## src/rtl/frame_byte_streamer_if.sv

```systemverilog
// Frame-buffer read port, UART byte handshake and frame status for frame_byte_streamer.
// master = streamer side, slave = buffer/transmitter side.
interface frame_byte_streamer_if #(
  parameter int FRAME_BYTES = 5100
);
  localparam int AW = (FRAME_BYTES > 1) ? $clog2(FRAME_BYTES) : 1;

  logic          frame_tick;
  logic [AW-1:0] rAddr;
  logic [7:0]    rData;
  logic [7:0]    tx_data;
  logic          tx_valid;
  logic          tx_ready;
  logic          busy;
  logic          frame_done;
  logic          frame_drop;

  modport master (
    input  frame_tick, rData, tx_ready,
    output rAddr, tx_data, tx_valid, busy, frame_done, frame_drop
  );

  modport slave (
    output frame_tick, rData, tx_ready,
    input  rAddr, tx_data, tx_valid, busy, frame_done, frame_drop
  );
endinterface

```

## src/rtl/frame_byte_streamer.sv

```systemverilog
// Streams one frame buffer out as SOF0, SOF1, FRAME_BYTES data bytes and an XOR checksum.
// Every data byte takes READ/LOAD/SEND, matching the one-cycle buffer read latency.
module frame_byte_streamer #(
  parameter int         FRAME_BYTES = 5100,
  parameter logic [7:0] SOF0        = 8'hAA,
  parameter logic [7:0] SOF1        = 8'h55
) (
  input  logic                  i_clk,
  input  logic                  i_reset,
  frame_byte_streamer_if.master bus
);
  localparam int AW = (FRAME_BYTES > 1) ? $clog2(FRAME_BYTES) : 1;
  localparam logic [AW-1:0] LAST_IDX = AW'(FRAME_BYTES - 1);

  typedef enum logic [2:0] {
    IDLE, SOF_A, SOF_B, READ, LOAD, SEND, CSUM, DONE
  } state_t;

  state_t        r_state;
  logic [AW-1:0] r_idx;
  logic [7:0]    r_csum;
  logic [7:0]    r_tx_data;
  logic          r_tx_valid;
  logic          r_busy;
  logic          r_done;
  logic          r_drop;
  logic          w_hs;

  assign w_hs           = r_tx_valid & bus.tx_ready;
  assign bus.rAddr      = r_idx;
  assign bus.tx_data    = r_tx_data;
  assign bus.tx_valid   = r_tx_valid;
  assign bus.busy       = r_busy;
  assign bus.frame_done = r_done;
  assign bus.frame_drop = r_drop;

  always_ff @(posedge i_clk or negedge i_reset) begin
    if (!i_reset) begin
      r_state    <= IDLE;
      r_idx      <= '0;
      r_csum     <= 8'h00;
      r_tx_data  <= 8'h00;
      r_tx_valid <= 1'b0;
      r_busy     <= 1'b0;
      r_done     <= 1'b0;
      r_drop     <= 1'b0;
    end else begin
      r_done <= 1'b0;
      // Ticks are never queued; outside IDLE (DONE included) they only flag a drop.
      r_drop <= bus.frame_tick && (r_state != IDLE);
      case (r_state)
        IDLE: if (bus.frame_tick) begin
          r_idx      <= '0;
          r_csum     <= 8'h00;
          r_busy     <= 1'b1;
          r_tx_data  <= SOF0;
          r_tx_valid <= 1'b1;
          r_state    <= SOF_A;
        end
        SOF_A: if (w_hs) begin
          r_tx_data <= SOF1;
          r_state   <= SOF_B;
        end
        SOF_B: if (w_hs) begin
          r_tx_valid <= 1'b0;
          r_state    <= READ;
        end
        READ: r_state <= LOAD;
        LOAD: begin
          r_tx_data  <= bus.rData;
          r_csum     <= r_csum ^ bus.rData;
          r_tx_valid <= 1'b1;
          r_state    <= SEND;
        end
        SEND: if (w_hs) begin
          if (r_idx == LAST_IDX) begin
            // r_csum already folds in the byte just accepted.
            r_tx_data <= r_csum;
            r_state   <= CSUM;
          end else begin
            r_idx      <= r_idx + AW'(1);
            r_tx_valid <= 1'b0;
            r_state    <= READ;
          end
        end
        CSUM: if (w_hs) begin
          r_tx_valid <= 1'b0;
          r_state    <= DONE;
        end
        DONE: begin
          r_done  <= 1'b1;
          r_busy  <= 1'b0;
          r_idx   <= '0;
          r_state <= IDLE;
        end
        default: r_state <= IDLE;
      endcase
    end
  end
endmodule

```

## src/flat_wrapper.sv

```systemverilog
// flat-port wrapper written by rule: the top's interface ports become plain ports
module frame_byte_streamer_flat 
#(
  parameter int         FRAME_BYTES = 5100,
  parameter logic [7:0] SOF0        = 8'hAA,
  parameter logic [7:0] SOF1        = 8'h55
)
  (i_clk, i_reset, bus_frame_tick, bus_rData, bus_tx_ready, bus_rAddr, bus_tx_data, bus_tx_valid, bus_busy, bus_frame_done, bus_frame_drop);
  frame_byte_streamer_if #(.FRAME_BYTES(FRAME_BYTES)) bus_i ();
  input  logic i_clk;
  input  logic i_reset;
  input wire logic [$bits(bus_i.frame_tick)-1:0] bus_frame_tick;
  input wire logic [$bits(bus_i.rData)-1:0] bus_rData;
  input wire logic [$bits(bus_i.tx_ready)-1:0] bus_tx_ready;
  output wire logic [$bits(bus_i.rAddr)-1:0] bus_rAddr;
  output wire logic [$bits(bus_i.tx_data)-1:0] bus_tx_data;
  output wire logic [$bits(bus_i.tx_valid)-1:0] bus_tx_valid;
  output wire logic [$bits(bus_i.busy)-1:0] bus_busy;
  output wire logic [$bits(bus_i.frame_done)-1:0] bus_frame_done;
  output wire logic [$bits(bus_i.frame_drop)-1:0] bus_frame_drop;
  assign bus_i.frame_tick = bus_frame_tick;
  assign bus_i.rData = bus_rData;
  assign bus_i.tx_ready = bus_tx_ready;
  assign bus_rAddr = bus_i.rAddr;
  assign bus_tx_data = bus_i.tx_data;
  assign bus_tx_valid = bus_i.tx_valid;
  assign bus_busy = bus_i.busy;
  assign bus_frame_done = bus_i.frame_done;
  assign bus_frame_drop = bus_i.frame_drop;
  frame_byte_streamer #(.FRAME_BYTES(FRAME_BYTES), .SOF0(SOF0), .SOF1(SOF1)) u_core (.i_clk(i_clk), .i_reset(i_reset), .bus(bus_i));
endmodule
```

## config.mk

```make
export PLATFORM = sky130hd
export DESIGN_NAME = frame_byte_streamer_flat
export DESIGN_NICKNAME = d
export VERILOG_FILES = /design/src/rtl/frame_byte_streamer_if.sv /design/src/rtl/frame_byte_streamer.sv /design/src/flat_wrapper.sv
export SDC_FILE = /design/constraint.sdc
export NUM_CORES = 1
export LEC_CHECK = 0
export CAP_MARGIN = 25
export CORE_MARGIN = 3
export CORE_UTILIZATION = 40
export DETAILED_ROUTE_END_ITERATION = 10
export GPL_ROUTABILITY_DRIVEN = 0
export GPL_TIMING_DRIVEN = 1
export SYNTH_ARGS = -nofsm -noshare
export SYNTH_HDL_FRONTEND = slang
export SYNTH_SLANG_ARGS = --single-unit
export TNS_END_PERCENT = 100
```

## constraint.sdc

```tcl
create_clock -name i_clk -period 2.18 [get_ports i_clk]
set_input_delay 0.327 -clock i_clk [delete_from_list [all_inputs] [get_ports i_clk]]
set_output_delay 0.327 -clock i_clk [all_outputs]
set_load 0.005 [all_outputs]
```

==> results_dict.tcl <==
set metrics [dict create \
    status "complete, no violations" \
    antenna_found_initial 0 \
    final-hold-violation-count 0 \
    grt_pass1_wl_um 8290 \
    min_period_over_period_pct 92.9 \
    drt_iter0_drc 64 \
    cts-root-buf "clkbuf_8" \
    startpoint_type "register" \
    peakVddDrop_mv 0.780 \
    fin_cells 325 \
    core_um2 4880 \
    synth_area_um2 2070 \
    nets 275 \
    ff2ff_setup_slack_ns 0.15 \
    overflow 0 \
    synth_nets 228 \
    tightest_slew_ns 0.807 \
    numCtsBuffers 5 \
    portBuffers 36 \
    p_int_uw 2050 \
    relSlewSlack_pct 46.2 \
    via_per_inst 5.41 \
    fill_cells 468 \
    combPwrFrac_pct 49.8 \
    critPathCaptureType "register" \
    async_flop_share_pct 100 \
    hold_path_class "in -> async" \
    grt_max_degree 37 \
    ys_types 42 \
    die_w_um 78.0 \
    arrival_ns 2.21 \
    p_switching_uw 1170 \
    cts_tree "yes" \
    synth.area.top_cells "dfrtp_1 (43%), mux2i_1 (5.3%), nand2_1 (4.9%), mux2_2 (4.3%), a22o_1 (3.8%)" \
    power_frac_clock_pct 18.6 \
    drv_slew 0 \
    ys_ff_latch 36 \
    fin_skew_ns 0.00676 \
    r2r-start "u_core.r_state[1]" \
    seq_area_frac_synth_pct 43.4 \
    die_area_um2 6090 \
    yosysTopAreaCell "dfrtp_1" \
    clock-sinks 36 \
    row_count 25 \
    finalPower_uw 3220 \
    required_ns 2.36 \
    yosys_warnings 0 \
    finalSetupTns_ns 0 \
    final_common_cell "dfrtp_1" \
    multi_input_area_um2 1090 \
    dr_total_vias 1759 \
    start_util_pct 42.5 \
    first_pass_iters 4 \
    cp-startpoint "u_core.r_state[1]" \
    insertion_delay_ns 0.29 \
    diodes 0 \
    p_seq_share_pct 31.6 \
    final_cell_mix "dfrtp_1 (36), clkdlybuf4s50_1 (35), nand2_1 (27), a21oi_1 (14), buf_4 (14)" \
    finalSetupViolations 0 \
    avgSynthCellArea_um2 9.88 \
    die_h_um 78.0 \
    ios 37 \
    wire_per_inst_um 14.9 \
    cp_max_fo 21 \
    final_antenna_net_count 0 \
    cts_buffer_depth 2 \
    synth_top_area_share_pct 43.4 \
    power_density_nw_per_um2 1190 \
    p_sw_share_pct 36.3 \
    regToRegEndpoint "u_core.bus.tx_data[3]" \
    fin_crit_ns 2.03 \
    placed_cells 317 \
    drc 0 \
    synth_flop_cell "dfrtp_1" \
    path_class "reg -> reg" \
    htree_levels 2 \
    synth_edf_count 0 \
    dp_hpwl_um 3520 \
    worstRegToRegCells 6 \
    wirelength_um 4830 \
    postCtsSetupBuffers 0 \
    seq_area_um2 901 \
    leakage_uw 0.00111 \
    rsz0062_at_grt "no" \
    endpoint "u_core.bus.tx_data[3]" \
    drive_gt1_share_pct 15.1 \
    fmax_ghz 0.494 \
    syn_inst 210 \
    path_clk_slew_ns 0.08 \
    first_global_vias 1705 \
    syn_to_final_growth_pct 30.0 \
    track_usage_pct 17.0 \
    cap_violations 0 \
]
[final cells by class]
class,count,share of cell area (%)
Clock buffer,5,2.55
Clock inverter,3,1.58
Inverter,7,0.974
Multi-Input combinational cell,156,40.6
Sequential cell,36,33.4
Tap cell,67,3.11
Timing Repair Buffer,51,17.8
[layer usage]
metal / vias up / GRT usage [%] / part of all wire [%]
met1: 835 / 24.6 / 50
met4: 0 / 5.77 / 1.4
li1: 884 / - / -
met5: - / 0 / 0
met3: 6 / 3.21 / 3.4
met2: 34 / 25.5 / 45
[logic make-up (layout without fill, tap and decap cells)]
group	count (synthesis)	after routing	share of synthesized area, %
AO/OA/AOI/OAI	64	64	20.9
adder cells (fa/ha/maj)	6	6	3.62
buffers and inverters	18	66	4.04
flip-flops	36	36	43.4
multiplexers	19	19	9.65
AND/OR/NAND/NOR	67	67	18.4
[repair_timing]
| item | 4_1_cts | 5_1_grt |
|---|---|---|
| resized for setup | 0 | 2 |
| hold buffers | 0 | 0 |
| setup endpoints to repair | 0 | 13 |
[stage by stage]
step / utilization (%) / area (um2) / hold slack [ns] / setup slack [ns]
floorplan: - / 2070 / 0.0314 / 0.188
global placement: 52.9 / 2580 / 0.472 / 0.0999
detailed placement: 52.9 / 2580 / 0.467 / 0.0846
CTS: 55.2 / 2690 / 0.147 / 0.0949
global route: 55.3 / 2700 / 0.175 / 0.00783
finish: 55.3 / 2700 / 0.119 / 0.155
[synthesized netlist by cell type (2+ instances only)]
library cell / instances
o22ai_1: 5
a22o_1: 9
and2_1: 3
or3_1: 4
nor4_2: 2
dfrtp_1: 36
a221o_1: 2
nand2b_1: 3
nand2_1: 27
mux2_2: 8
o21ai_0: 12
buf_6: 2
mux2i_1: 11
nand4_1: 4
nor2_1: 2
a21oi_1: 14
inv_1: 7
a22oi_1: 4
nor4_1: 2
ha_1: 6
or4_1: 6
o31ai_1: 6
o21ai_1: 2
clkbuf_1: 8
a21boi_0: 2
nor3_1: 2
nand3_1: 6
[power by group through the flow]
stage | sequential [uW] | combinational [uW] | clock [uW]
floorplan | 1010 | 1030 | 0
global placement | 1030 | 1600 | 0
detailed placement | 1030 | 1610 | 0
CTS | 1020 | 1610 | 610
global route | 1050 | 1790 | 648
finish | 1020 | 1600 | 599
[critical path: stages, from the launching register on]
cell	delay, ns
dfrtp_1	0.42
inv_1	0.11
ha_2	0.23
buf_12	0.16
nand2_1	0.13
o221ai_2	0.47
mux2_2	0.39
[registers in the layout, summed over array words and instances (netlist names)]
register / flops
u_core.bus.busy: 1
u_core.bus.frame_done: 1
u_core.bus.frame_drop: 1
u_core.bus.rAddr: 13
u_core.bus.tx_data: 8
u_core.bus.tx_valid: 1
u_core.r_csum: 8
u_core.r_state: 3
[how the worst min path moves through the flow]
stage / startpoint / to
floorplan: i_reset / u_core.bus.busy
global placement: i_reset / u_core.bus.rAddr[3]
detailed placement: i_reset / u_core.bus.rAddr[3]
CTS: i_reset / u_core.bus.rAddr[4]
global route: i_reset / u_core.bus.rAddr[3]
finish: i_reset / u_core.bus.rAddr[3]
No activity file was read; power rests on OpenSTA's default activity.
